`src/rtl/instruction_fetch.sv`:
```
// Instruction fetch stage of the 5-stage MIPS pipeline.
// Holds the PC, drives the instruction-memory address, selects the next PC
// (sequential / branch / jump) and owns the IF/ID pipeline register.
// A fetched HALT opcode parks the stage in HALT until a redirect arrives
// from downstream, which means the halt sat on a mispredicted path.
module instruction_fetch #(
  parameter int              B           = 32,
  parameter logic [B-1:0]    PC_RESET    = {B{1'b0}},
  parameter logic [5:0]      HALT_OPCODE = 6'b111111,
  parameter logic [B-1:0]    NOP         = {B{1'b0}}
) (
  input  logic         clk,
  input  logic         reset,
  input  logic         enable,
  input  logic         stall,
  input  logic         flush,
  input  logic         branch_taken,
  input  logic [B-1:0] branch_target,
  input  logic         jump,
  input  logic [B-1:0] pc_jump,
  output logic [B-1:0] imem_addr,
  input  logic [B-1:0] imem_data,
  output logic [B-1:0] instruction,
  output logic [B-1:0] pc_incrementado,
  output logic         if_valid,
  output logic         halted,
  output logic [B-1:0] fetch_count
);

  typedef enum logic [0:0] {
    ST_RUN  = 1'b0,
    ST_HALT = 1'b1
  } state_t;

  localparam logic [B-1:0] PC_STEP   = {{(B-3){1'b0}}, 3'b100};
  localparam logic [B-1:0] COUNT_ONE = {{(B-1){1'b0}}, 1'b1};
  localparam logic [B-1:0] ZERO_WORD = {B{1'b0}};

  state_t       state_r;
  logic [B-1:0] pc_r;
  logic [B-1:0] instr_r;
  logic [B-1:0] pc_inc_r;
  logic         valid_r;
  logic         halted_r;
  logic [B-1:0] count_r;

  logic         redir_s;
  logic [B-1:0] target_s;
  logic [B-1:0] pc_plus4_s;
  logic         halt_op_s;

  // Jump wins over branch when both redirect in the same cycle.
  assign redir_s    = jump | branch_taken;
  assign target_s   = jump ? pc_jump : branch_target;
  assign pc_plus4_s = pc_r + PC_STEP;
  assign halt_op_s  = (imem_data[B-1:B-6] == HALT_OPCODE);

  assign imem_addr       = pc_r;
  assign instruction     = instr_r;
  assign pc_incrementado = pc_inc_r;
  assign if_valid        = valid_r;
  assign halted          = halted_r;
  assign fetch_count     = count_r;

  // PC, run/halt FSM, IF/ID register and fetch counter, all frozen when enable is low.
  always_ff @(posedge clk or negedge reset) begin
    if (!reset) begin
      state_r  <= ST_RUN;
      pc_r     <= PC_RESET;
      instr_r  <= NOP;
      pc_inc_r <= ZERO_WORD;
      valid_r  <= 1'b0;
      halted_r <= 1'b0;
      count_r  <= ZERO_WORD;
    end else if (enable) begin
      case (state_r)
        ST_RUN: begin
          // Redirect beats stall and beats a freshly fetched HALT.
          if (redir_s) begin
            pc_r <= target_s;
          end else if (stall) begin
            pc_r <= pc_r;
          end else if (halt_op_s) begin
            pc_r     <= pc_r;
            state_r  <= ST_HALT;
            halted_r <= 1'b1;
          end else begin
            pc_r <= pc_plus4_s;
          end
          // IF/ID: flush > stall > load; the HALT word itself is loaded so it drains.
          if (flush) begin
            instr_r  <= NOP;
            pc_inc_r <= ZERO_WORD;
            valid_r  <= 1'b0;
          end else if (stall) begin
            instr_r  <= instr_r;
            pc_inc_r <= pc_inc_r;
            valid_r  <= valid_r;
          end else begin
            instr_r  <= imem_data;
            pc_inc_r <= pc_plus4_s;
            valid_r  <= 1'b1;
            count_r  <= count_r + COUNT_ONE;
          end
        end
        ST_HALT: begin
          // Only a redirect leaves HALT; a bare flush keeps us parked.
          if (redir_s) begin
            pc_r     <= target_s;
            state_r  <= ST_RUN;
            halted_r <= 1'b0;
          end else begin
            pc_r <= pc_r;
          end
          // While halted the stage only emits bubbles unless stalled.
          if (stall && !flush) begin
            instr_r  <= instr_r;
            pc_inc_r <= pc_inc_r;
            valid_r  <= valid_r;
          end else begin
            instr_r  <= NOP;
            pc_inc_r <= ZERO_WORD;
            valid_r  <= 1'b0;
          end
        end
        default: begin
          state_r  <= ST_RUN;
          halted_r <= 1'b0;
        end
      endcase
    end else begin
      state_r <= state_r;
      pc_r    <= pc_r;
    end
  end

endmodule

```
`config.mk`:
```
export PLATFORM = sky130hd
export DESIGN_NAME = instruction_fetch
export DESIGN_NICKNAME = d
export VERILOG_FILES = /design/src/rtl/instruction_fetch.sv
export SDC_FILE = /design/constraint.sdc
export NUM_CORES = 1
export LEC_CHECK = 0
export BUFFER_PORTS_ARGS = -buffer_cell sky130_fd_sc_hd__clkbuf_2
export CORE_MARGIN = 4
export CORE_UTILIZATION = 50
export CTS_BUF_LIST = sky130_fd_sc_hd__clkbuf_16
export DETAILED_ROUTE_END_ITERATION = 7
export GPL_TIMING_DRIVEN = 0
export HOLD_SLACK_MARGIN = 0.03
export PLACE_DENSITY_LB_ADDON = 0.08
export SLEW_MARGIN = 5
export SYNTH_ARGS = -nofsm -noshare
export SYNTH_HDL_FRONTEND = slang
export SYNTH_SLANG_ARGS = --single-unit
```
`constraint.sdc`:
```
create_clock -name clk -period 2.15 [get_ports clk]
set_input_delay 0.1075 -clock clk [delete_from_list [all_inputs] [get_ports clk]]
set_output_delay 0.1075 -clock clk [all_outputs]
set_load 0.05 [all_outputs]
```
After elaboration in Yosys (flattened, before gate mapping)
Cells that the tools add are included.

word-level totals
  output and inout port bits = 130
  memories kept = 0
  input port bits = 103
  bits in writable memories = 0
  latch bits = 0
  memory bits (read-only) = 0
  word-level logic and storage cells = 55
  register bits = 131

operators by class
  shifts and indexed selects = 0
  reductions and logical operators = 6
  bitwise gates (word level) = 4
  $mul = 0
  equality and inequality tests = 9
  mux-type cells = 27
  div/mod/pow operators = 0
  add/subtract/negate cells = 2
  magnitude comparators = 0

operators with widths
  cell                                                                     number
  32-bit two-way mux                                                       10
  32-bit case mux with 2 select lines                                      3
  32-bit by 1-bit adder with 32-bit output, second input constant          1
  32-bit by 3-bit adder with 32-bit output, second input constant          1
  1-bit two-way mux                                                        11
  3-bit inequality test, second input constant                             3
  2-bit inequality test, second input constant                             4
  4-bit AND reduction                                                      2
  6-bit == test, second input constant                                     1
  1-bit case mux with 2 select lines                                       3
  5-bit AND reduction                                                      1
  1-bit inverter                                                           3
  3-bit AND reduction                                                      1
  2-bit by 1-bit inequality test with 1-bit output, second input constant  1
  1-bit logical AND                                                        1
  1-bit zero test                                                          1
  1-bit bitwise OR                                                         1

Depth between registers and ports, before layout
Gate-level depths: netlist of run 1.

  word-level depth = 5
  gate-level depth with buffers = 8

Least setup slack after synthesis of run 1
Ideal clock, no wire load.

  path kind = register to register
  start = register pc_r[2] (netlist: imem_addr[2])
  end = register pc_r[30] (netlist: imem_addr[30])
  setup slack = -0.083 ns
  arrival = 2.107 ns
  setup time = 0.126 ns
  cell stages (with the launch flop) = 7
  clock period less this slack = 2.233 ns
  cells stage by stage = dfrtp_1 > ha_1 > and4_1 > nand3_2 > nor4_2 > nor3_1 > a311o_1

between the ends
  cells in the longest elaborated chain, start to end = 5

ends and longest elaborated chain
  element                                   RTL line  source
  start: declaration                        40        logic [B-1:0] pc_r;
  start signal: assignment                  80        pc_r <= target_s;
  start signal: assignment                  82        pc_r <= pc_r;
  start signal: assignment                  84        pc_r <= pc_r;
  32-bit by 3-bit adder with 32-bit output  55        assign pc_plus4_s = pc_r + PC_STEP;
  32-bit two-way mux                        83        end else if (halt_op_s) begin
  32-bit two-way mux                        81        end else if (stall) begin
  32-bit two-way mux                        79        if (redir_s) begin
  32-bit case mux with 2 select lines       76        case (state_r)

No other way between the ends. The select of a mux whose other input is x is not followed.
A chain may end at the register's enable or synchronous reset.

Final worst setup path of run 1
  start = register pc_r[4] (netlist: imem_addr[4])
  end = register pc_r[23] (netlist: imem_addr[23])

Same word-level chain as after synthesis.

==> reports/results.txt, run 1 <==
I/O Buffers: 231
outcome: complete, no violations
Tmin final: 2.07 ns
share of the synthesized area in the top cell type: 50.6%
nets: 1033
Main synth FF type: dfrtp_1
total grt overflow: 0
global-route wire length before repair: 32400 um
worst-path fanout max: 8
Power, Total: 0.00818 W
Syn Inst Count: 642
H-tree depth: 4
synthesized flop and latch total: 131
TritonCTS clock tree: built
Die Span Y: 122 um
core footprint: 12700 sq um
DRC: 0
DPL Wire Length: 14600 um
CP bufs+invs: 0
cell family with most CP delay: simple AND/OR/NAND/NOR gates
EDFF count, synth: 0
mapped cell area: 6480 sq um
Num CTS Buffers: 17
P_leak: 4.32 nW
# IOs: 233
Die ar.: 14800 sq um
crit-path max cell delay: 0.57 ns
DR vias: 6247
largest family of logic cells by synthesized area: compound AO/OA/AOI/OAI gates
fin. max-slew vios: 0
syn_nets: 747
XOR/XNOR Fraction of Synth Area: 7.98%
Setup crit end kind: flip-flop
mean area per synthesized cell: 10.1 sq um
Clock transition at path regs: 0.06 ns
diode count: 0
gr usage total: 28.4%
insertion delay to the later sink of the worst-skew pair: 0.42 ns
Area contributors post-synth: dfrtp_1 51%, xnor2_1 5.4%, nand2_1 5.2%
final hold viol count: 0
fillcell total: 1041
Slew @ Worst Pin: 0.875 ns
mux share of post-synthesis cell area: 2.47%
Vias/cell: 5.61
Peak VDD IR: 573 uV
CP cell instances: and3_1 > nand2_1 > or4_4 > nor3b_1 > a311oi_2
final core occ: 70.3%
Synth Warn #: 0
vias in the first global route: 6223
max_slew headroom: 41.7%
most common cell in the netlist: dfrtp_1
Seq/Total Area, Yosys: 50.6%
Yosys top cell by area: dfrtp_1
RSZ-0062 raised after global routing: false
Setup-failing EPs final: 0
ys async rst share: 100%
WS Path Type: reg2reg
Compound-Gate Fraction of Synth Area: 17.7%
Detail Route Antenna Nets: 0
worst hold path class: in2reg
# rows: 41
slowest cell on the critical path: or4_4
post-CTS setup buffers: 0
maximum clock rate: 484 MHz
top cells by count, synth: 131 x dfrtp_1, 89 x nand2_1, 48 x o21ai_0, 40 x xnor2_1, 32 x a22o_1
Detailed Route WL: 20700 um
Synth Area in Adders: 0.386%
pin count of the biggest net entering global routing: 71
die width: 122 um
Synth cell types: 54
Area Growth Syn to Fin: 37.5%
Routability Congestion: 0.861
number of antenna violations at the first check in global routing: 0
Post-Synth Simple-Gate Area: 17.6%
layout cells sized above 1: 32.3%
CP startpoint kind: flip-flop
Power Density: 918 nW/um^2
initial core utilization: 51.1%
Max Cap Viol: 0
drt wl/cell: 18.6 um
Final period util: 96.2%
minimum hold slack: 0.0512 ns
Arrival @ worst endpoint: 2.40 ns
TritonCTS Sinks: 131
CTS root buf: clkbuf_16
clock buffer depth: 2
Clock Skews: 0.00763 ns
setup TNS: 0 ns
DR pass1 iterations: 5
Initial DRC Count: 468
Worst EP required: 2.48 ns
-- worst min-delay path, cell delays in order --
cell and delay, ns:
clkbuf_2 0.07, a21oi_1 0.06, a22oi_1 0.17
-- what timing repair did --
action                                  in CTS  in global routing
hold endpoints to repair                    95                  0
endpoints found under the setup margin       1                 21
pin swaps                                    0                  1
resized for setup                            2                 10
hold buffers                                35                  0
-- power by group --
| group | switching (W) | total [W] | leakage, nW | internal [W] |
|---|---|---|---|---|
| clock | 0.00110 | 0.00302 | 0.290 | 0.00192 |
| combinational | 0.00154 | 0.00215 | 2.34 | 0.000610 |
| sequential | 0.000285 | 0.00300 | 1.69 | 0.00272 |
-- layout by cell type (no fill, tap or decap), drive strengths merged, types with 6 or more instances in the layout --
cell type and instances:
a211oi 9, dlygate4sd3 35, clkbuf 273, clkinv 8
nand4 14, a2bb2oi 6, nand2 89, inv 8
buf 17, a22o 32, o22ai 11, o22a 8
xnor2 40, and4 9, nand3 24, xor2 19
nor2b 11, mux2 8, mux2i 7, dfrtp 131
a31oi 10, o21ai 55, a21oi 18, nor2 22
nor3 11, o21a 9, and3 11
-- path summary, 6_finish.rpt --
path | from | to | slack [ns] | cells past startpoint
min in group asynchronous | reset | instruction[18]$_DFFE_PN0P_ | 0.25 | 2
max reg2reg | imem_addr[4]$_DFFE_PN0P_ | imem_addr[23]$_DFFE_PN0P_ | 0.08 | 5
min reg2reg | fetch_count[31]$_DFFE_PN0P_ | fetch_count[31]$_DFFE_PN0P_ | 0.48 | 1
min | pc_jump[22] | imem_addr[22]$_DFFE_PN0P_ | 0.05 | 3
max in group asynchronous | reset | imem_addr[19]$_DFFE_PN0P_ | 1.16 | 3
max | imem_addr[4]$_DFFE_PN0P_ | imem_addr[23]$_DFFE_PN0P_ | 0.08 | 5
-- area by class of cell --
cell class	instances	area, sq um	area share (%)
flip-flops and latches	131	3280	36.8
multi-input cells	461	3040	34.1
repair buffers	267	1540	17.3
clock buffers	17	425	4.78
well taps	172	215	2.42
clock inverters	15	190	2.14
plain buffers	41	178	2.00
inverters	9	33.8	0.379
-- flip-flops by register name, summed over array words and instances (netlist names) --
register         cells
if_valid             1
state_r              1
halted               1
pc_incrementado     32
imem_addr           32
instruction         32
fetch_count         32
-- metal layers --
| metal | GRT usage [%] | wire length (um) | up-vias |
|---|---|---|---|
| met5 | 0 | 0 | - |
| met4 | 14.4 | 805 | 0 |
| met3 | 6.73 | 1480 | 58 |
| met2 | 45.5 | 9930 | 264 |
| met1 | 36.0 | 8490 | 3039 |
| li1 | - | - | 2886 |
-- kinds of logic (layout without fill, tap and decap cells) --
family,Yosys count,after routing
XOR/XNOR,59,59
AND/OR/NAND/NOR,215,215
AO/OA/AOI/OAI,170,170
buffers and inverters,50,349
adder cells (fa/ha/maj),2,2
multiplexers,15,15
flip-flops,131,131
-- through the flow --
step,instances,setup WS [ns],area [sq um]
after floorplan,642,0.0313,6480
after global placement,1045,-1.35,7850
after detailed placement,1046,-0.0569,7890
after CTS,1113,0.0352,8870
after global routing,1113,0.00153,8900
final,1113,0.0823,8900
Note: power is estimated with default switching activity, not from simulation.
==> run 2: changes to the inputs <==
==> constraint.sdc (replaced) <==
create_clock -name clk -period 2.15 [get_ports clk]
set_input_delay 0.1075 -clock clk [delete_from_list [all_inputs] [get_ports clk]]
set_output_delay 0.1075 -clock clk [all_outputs]
set_load 0.005 [all_outputs]
==> run 2 against run 1 <==
Count of clock-buffer cells in the layout unchanged. Non-clock buffer count unchanged. Global-route usage decreased by 0.088 points. Power decreased by 16%. Utilization decreased by 0.82 points. First-iteration DRC count decreased by 6.8%. Fmax increased by 0.54%. Clock skew decreased by 0.00085 ns. Critical path type unchanged. Sequential share of layout area increased by 0.41 points. Clock power decreased by 14%. Sequential power about the same. Worst hold slack improved by 0.0049 ns.
==> reports/results.txt, run 2 (synthesis gave the netlist of run 1 again) <==
outcome: complete, no violations (unchanged)
commonest non-fill, non-tap cells in the layout: 230 x clkbuf_2, 131 x dfrtp_1, 89 x nand2_1, 48 x o21ai_0, 40 x xnor2_1 (was 232 x clkbuf_2, 129 x dfrtp_1, 89 x nand2_1, 48 x o21ai_0, 40 x xnor2_1)
WS Path Type: reg2reg (unchanged)
Tmin final: 2.06 ns (was 2.07 ns)
gr usage total: 28.3% (was 28.4%)
CTS root buf: clkbuf_16 (unchanged)
Initial DRC Count: 436 (was 468)
fin area: 8800 sq um (was 8900 sq um)
TritonCTS Sinks: 131 (unchanged)
Worst Setup SP: imem_addr[11]$_DFFE_PN0P_ (was imem_addr[4]$_DFFE_PN0P_)
Power Density: 781 nW/um^2 (was 918 nW/um^2)
Worst EP required: 2.42 ns (was 2.48 ns)
slowest cell on the critical path: nor4_2 (was or4_4)
Detail Route Antenna Nets: 0 (unchanged)
# IOs: 233 (unchanged)
Area Growth Syn to Fin: 35.9% (was 37.5%)
reg-to-reg critical path startpoint: imem_addr[11]$_DFFE_PN0P_ (was imem_addr[4]$_DFFE_PN0P_)
DR vias: 6259 (was 6247)
minimum hold slack: 0.0561 ns (was 0.0512 ns)
fin. max-slew vios: 0 (unchanged)
Num CTS Buffers: 17 (unchanged)
HP Start: branch_target[29] (was pc_jump[22])
number of antenna violations at the first check in global routing: 0 (unchanged)
nets: 1033 (unchanged)
global-route wire length before repair: 32400 um (about the same)
pin count of the biggest net entering global routing: 93 (was 71)
FF-to-FF End: pc_incrementado[31]$_DFFE_PN0P_ (was imem_addr[23]$_DFFE_PN0P_)
drt wl/cell: 18.5 um (was 18.6 um)
clock buffer depth: 2 (unchanged)
total grt overflow: 0 (unchanged)
crit-path max cell delay: 0.49 ns (was 0.57 ns)
Die ar.: 14800 sq um (unchanged)
worst-path fanout max: 7 (was 8)
insertion delay to the later sink of the worst-skew pair: 0.42 ns (about the same)
Clock Skews: 0.00678 ns (was 0.00763 ns)
internal power: 0.00488 W (was 0.00525 W)
DRC: 0 (unchanged)
Detailed Route WL: 20600 um (was 20700 um)
TritonCTS clock tree: built (unchanged)
Vias/cell: 5.62 (was 5.61)
Setup-failing EPs final: 0 (unchanged)
r2r setup slk: 0.09 ns (was 0.08 ns)
Reg2Reg Depth: 5 (unchanged)
Non-Filler Instances: 1113 (unchanged)
final core occ: 69.4% (was 70.3%)
Die Span Y: 122 um (unchanged)
Routability Congestion: 0.881 (was 0.861)
vias in the first global route: 6195 (was 6223)
Power, Total: 0.00687 W (was 0.00818 W)
maximum clock rate: 486 MHz (was 484 MHz)
CP cell instances: and4_2 > nand4_1 > nor4_2 > xnor2_1 > o21ai_1 (was and3_1 > nand2_1 > or4_4 > nor3b_1 > a311oi_2)
sequential share of power: 43.7% (was 36.7%)
Placed Cells: 1046 (unchanged)
layout cells sized above 1: 31.3% (was 32.3%)
I/O Buffers: 231 (unchanged)
Setup crit end kind: flip-flop (unchanged)
max_slew headroom: 50.2% (was 41.7%)
post-CTS setup buffers: 0 (unchanged)
P_leak: 4.28 nW (was 4.32 nW)
Clock transition at path regs: 0.06 ns (about the same)
DPL Wire Length: 14800 um (was 14600 um)
combinational power share: 18.5% (was 26.3%)
worst hold path class: in2reg (unchanged)
diode count: 0 (unchanged)
Arrival @ worst endpoint: 2.33 ns (was 2.40 ns)
Hold EP: imem_addr[29]$_DFFE_PN0P_ (was imem_addr[22]$_DFFE_PN0P_)
die width: 122 um (unchanged)
Peak VDD IR: 549 uV (was 573 uV)
Final period util: 95.7% (was 96.2%)
Max Cap Viol: 0 (unchanged)
initial core utilization: 51.1% (unchanged)
hold path depth: 4 (was 3)
core footprint: 12700 sq um (unchanged)
Psw: 0.00200 W (was 0.00292 W)
Clock power frac: 37.8% (was 37.0%)
switching portion of total power: 29.0% (was 35.7%)
# rows: 41 (unchanged)
Cell Area, Placed: 7880 sq um (was 7890 sq um)
final hold viol count: 0 (unchanged)
Slew @ Worst Pin: 0.747 ns (was 0.875 ns)
leading cell type in the layout, fill and taps excluded: clkbuf_2 (unchanged)
H-tree depth: 4 (unchanged)
CP startpoint kind: flip-flop (unchanged)
DR pass1 iterations: 7 (was 5)
==> run 2: cell types whose count changed in the layout (fill, tap and decap cells not counted), sizes merged <==
cell / delta
bufinv: -3
clkinv: +1
clkinvlp: -1
inv: +3
==> run 2: worst max-delay path: cells and delay by family (launching register included) <==
kind / cells / cell delay [ns]
AOI/OAI and AO/OA: 1 / 0.09
xor gates and xnor gates: 1 / 0.20
DFF: 1 / 0.48
and+or+nand+nor: 3 / 1.15
==> run 2: layer usage <==
metal | GRT usage (%) | wire length (um)
met5 | 0 | 0
met4 | 12.4 | 714
met3 | 5.85 | 1420
met2 | 46.0 | 10100
met1 | 36.8 | 8350
==> run 2: worst max path at each step <==
stage	depth (start not counted)	slack [ns]	end
3_3_place_gp	1	-1.06	pc_incrementado[16]$_DFFE_PN0P_
3_5_place_dp	6	-0.12	imem_addr[30]$_DFFE_PN0P_
2_1_floorplan	6	0.26	imem_addr[30]$_DFFE_PN0P_
5_1_grt	6	-0.02	fetch_count[16]$_DFFE_PN0P_
6_report	5	0.09	pc_incrementado[31]$_DFFE_PN0P_
4_1_cts	6	0.06	imem_addr[30]$_DFFE_PN0P_
==> run 2: area by class of cell <==
cell class                      count  area, sq um
Tap cell                          172          215
Multi-Input combinational cell    461         3030
Timing Repair Buffer              267         1540
Fill cell                        1026         3870
Buffer                             41          175
Clock inverter                     15          103
Inverter                            9         33.8
Sequential cell                   131         3280
Clock buffer                       17          425
==> run 2: timing repair <==
| item | in CTS | in global routing |
|---|---|---|
| endpoints found under the hold margin | 73 | 0 |
| gates resized for setup | 3 | 4 |
| setup endpoints to repair | 4 | 13 |
| pin swaps | 0 | 1 |
| gates cloned | 0 | 0 |
| hold buffers | 35 | 0 |
==> run 2: power groups by stage <==
stage	Clock, W	Sequential [W]	Combinational, W
floorplan	0	0.00301	0.000590
global placement	0	0.00302	0.00117
detailed placement	0	0.00303	0.00120
CTS	0.00262	0.00299	0.00127
global route	0.00276	0.00304	0.00140
finish	0.00260	0.00300	0.00127
==> run 2: through the flow <==
| stage | setup slack, ns | TNS [ns] |
|---|---|---|
| floorplan | 0.259 | 0 |
| global placement | -1.06 | -137.29 |
| detailed placement | -0.116 | -0.130 |
| CTS | 0.0611 | 0 |
| global route | -0.0158 | -0.0282 |
| finish | 0.0934 | 0 |
==> run 3: changes to the inputs <==
Settings changed: CAP_MARGIN set to 30, CORE_ASPECT_RATIO set to 1.25, GPL_TIMING_DRIVEN 0 to not set.
==> run 3 against run 2 <==
Final area up 1.5%. Flip-flop and latch count did not move. Power rose by 7.1%. Die area about the same. Sequential power barely moved. Combinational power about the same. Fmax is 1.1% higher. Count of clock-buffer cells in the layout unchanged. Worst hold slack improved by 0.0043 ns. Global-route usage fell by 0.81 points. Register-to-register slack better by 0.02 ns. Largest power group is now clock.
==> reports/results.txt, run 3 (synthesis gave the netlist of run 1 again) <==
post_cts resized: 0 (was 3)
Clock transition at path regs: 0.06 ns (about the same)
drt wl/cell: 18.3 um (was 18.5 um)
Max Cap Viol: 0 (unchanged)
CTS root buf: clkbuf_16 (unchanged)
Num CTS Buffers: 17 (unchanged)
HP Start: pc_jump[22] (was branch_target[29])
vias in the first global route: 6214 (was 6195)
total grt overflow: 0 (unchanged)
Power Density: 824 nW/um^2 (was 781 nW/um^2)
final core occ: 70.5% (was 69.4%)
RSZ-0062 raised after global routing: false
Clock power frac: 41.8% (was 37.8%)
combinational power share: 17.6% (was 18.5%)
final hold viol count: 0 (unchanged)
setup TNS: 0 ns (unchanged)
TritonCTS Sinks: 131 (unchanged)
CP startpoint kind: flip-flop (unchanged)
r2r setup slk: 0.12 ns (was 0.09 ns)
Peak VDD IR: 598 uV (was 549 uV)
# rows: 46 (was 41)
fin. max-slew vios: 0 (unchanged)
post-cts hold buffer count: 35 (unchanged)
insertion delay to the later sink of the worst-skew pair: 0.41 ns (was 0.42 ns)
gr usage total: 27.5% (was 28.3%)
die width: 110 um (was 122 um)
Initial DRC Count: 365 (was 436)
outcome: complete, no violations (unchanged)
TritonCTS clock tree: built (unchanged)
WS Path Type: reg2reg (unchanged)
fillcell total: 1002 (was 1026)
DR pass1 iterations: 5 (was 7)
Setup-failing EPs final: 0 (unchanged)
slowest cell on the critical path: nor4b_4 (was nor4_2)
Detailed Route WL: 20000 um (was 20600 um)
Cell Area, Placed: 7950 sq um (was 7880 sq um)
Detail Route Antenna Nets: 0 (unchanged)
Die Span Y: 135 um (was 122 um)
hold path depth: 3 (was 4)
P_leak: 4.35 nW (was 4.28 nW)
maximum clock rate: 492 MHz (was 486 MHz)
initial core utilization: 51.1% (about the same)
switching portion of total power: 28.0% (was 29.0%)
Setup crit end kind: flip-flop (unchanged)
commonest non-fill, non-tap cells in the layout: 231 x clkbuf_2, 131 x dfrtp_1, 89 x nand2_1, 48 x o21ai_0, 40 x xnor2_1 (was 230 x clkbuf_2, 131 x dfrtp_1, 89 x nand2_1, 48 x o21ai_0, 40 x xnor2_1)
max_slew headroom: 44.7% (was 50.2%)
nets: 1019 (was 1033)
Routability Congestion: 0.905 (was 0.881)
FF-to-FF End: fetch_count[25]$_DFFE_PN0P_ (was pc_incrementado[31]$_DFFE_PN0P_)
Non-Filler Instances: 1095 (was 1113)
Reg2Reg Depth: 5 (unchanged)
Final period util: 94.6% (was 95.7%)
Vias/cell: 5.54 (was 5.62)
DRC: 0 (unchanged)
Die ar.: 14800 sq um (about the same)
Tmin final: 2.03 ns (was 2.06 ns)
DR vias: 6066 (was 6259)
worst hold path class: in2reg (unchanged)
layout cells sized above 1: 34.0% (was 31.3%)
CP cell instances: nor4b_4 > nand3_1 > or3_1 > nor2_1 > xor2_1 (was and4_2 > nand4_1 > nor4_2 > xnor2_1 > o21ai_1)
worst-path fanout max: 8 (was 7)
pin count of the biggest net entering global routing: 52 (was 93)
# IOs: 233 (unchanged)
diode count: 0 (unchanged)
Area Growth Syn to Fin: 37.9% (was 35.9%)
sequential share of power: 40.6% (was 43.7%)
Psw: 0.00206 W (was 0.00200 W)
Clock Skews: 0.0104 ns (was 0.00678 ns)
fin area: 8930 sq um (was 8800 sq um)
number of antenna violations at the first check in global routing: 0 (unchanged)
reg-to-reg critical path startpoint: state_r$_DFFE_PN0P_ (was imem_addr[11]$_DFFE_PN0P_)
internal power: 0.00530 W (was 0.00488 W)
leading cell type in the layout, fill and taps excluded: clkbuf_2 (unchanged)
global-route wire length before repair: 31900 um (was 32400 um)
Worst EP required: 2.48 ns (was 2.42 ns)
H-tree depth: 4 (unchanged)
Placed Cells: 1028 (was 1046)
post-CTS setup buffers: 0 (unchanged)
crit-path max cell delay: 0.52 ns (was 0.49 ns)
Hold EP: imem_addr[22]$_DFFE_PN0P_ (was imem_addr[29]$_DFFE_PN0P_)
DPL Wire Length: 14100 um (was 14800 um)
Arrival @ worst endpoint: 2.36 ns (was 2.33 ns)
Slew @ Worst Pin: 0.829 ns (was 0.747 ns)
core footprint: 12700 sq um (about the same)
clock buffer depth: 2 (unchanged)
I/O Buffers: 232 (was 231)
==> run 3: worst max-delay path: cells and delay by family, from the launching register on <==
family	cells	cell delay, ns
AND/OR/NAND/NOR	4	1.27
XOR/XNOR	1	0.17
flip-flops	1	0.51
==> run 3: how the worst max path moves through the flow <==
stage,start,depth (start not counted),endpoint,slack [ns]
floorplan,imem_addr[2]$_DFFE_PN0P_,6,imem_addr[30]$_DFFE_PN0P_,0.26
global placement,state_r$_DFFE_PN0P_,5,fetch_count[31]$_DFFE_PN0P_,0.26
detailed placement,state_r$_DFFE_PN0P_,5,fetch_count[29]$_DFFE_PN0P_,0.12
CTS,state_r$_DFFE_PN0P_,5,fetch_count[29]$_DFFE_PN0P_,0.12
global route,state_r$_DFFE_PN0P_,5,fetch_count[25]$_DFFE_PN0P_,0.003
finish,state_r$_DFFE_PN0P_,5,fetch_count[25]$_DFFE_PN0P_,0.12
==> run 3: final cells by class <==
type                            count  area (sq um)  area share (%)
Clock buffer                       17           425            4.76
Sequential cell                   131          3280            36.7
Clock inverter                     15           205            2.30
Tap cell                          168           210            2.35
Inverter                            9          33.8           0.378
Multi-Input combinational cell    461          3020            33.8
Timing Repair Buffer              294          1760            19.7
==> run 3: power groups by stage <==
stage | clock (W) | sequential (W) | combinational [W]
5_1_grt | 0.00325 | 0.00303 | 0.00143
2_1_floorplan | 0 | 0.00301 | 0.000590
4_1_cts | 0.00312 | 0.00299 | 0.00130
6_report | 0.00308 | 0.00299 | 0.00129
3_3_place_gp | 0 | 0.00301 | 0.00122
3_5_place_dp | 0 | 0.00303 | 0.00124
==> run 3: layer usage <==
metal | track usage (%) | wire, um | up-vias
met5 | 0 | 0 | -
li1 | - | - | 2856
met2 | 48.5 | 10400 | 229
met3 | 6.53 | 1350 | 33
met4 | 8.04 | 403 | 0
met1 | 32.8 | 7820 | 2948
==> run 3: through the flow <==
step | power [W] | hold WS (ns) | setup slack, ns
global route | 0.00771 | 0.0978 | 0.00328
global placement | 0.00423 | 0.0213 | 0.259
finish | 0.00736 | 0.0604 | 0.116
CTS | 0.00741 | 0.0459 | 0.116
detailed placement | 0.00427 | 0.0265 | 0.124
floorplan | 0.00360 | -0.188 | 0.259
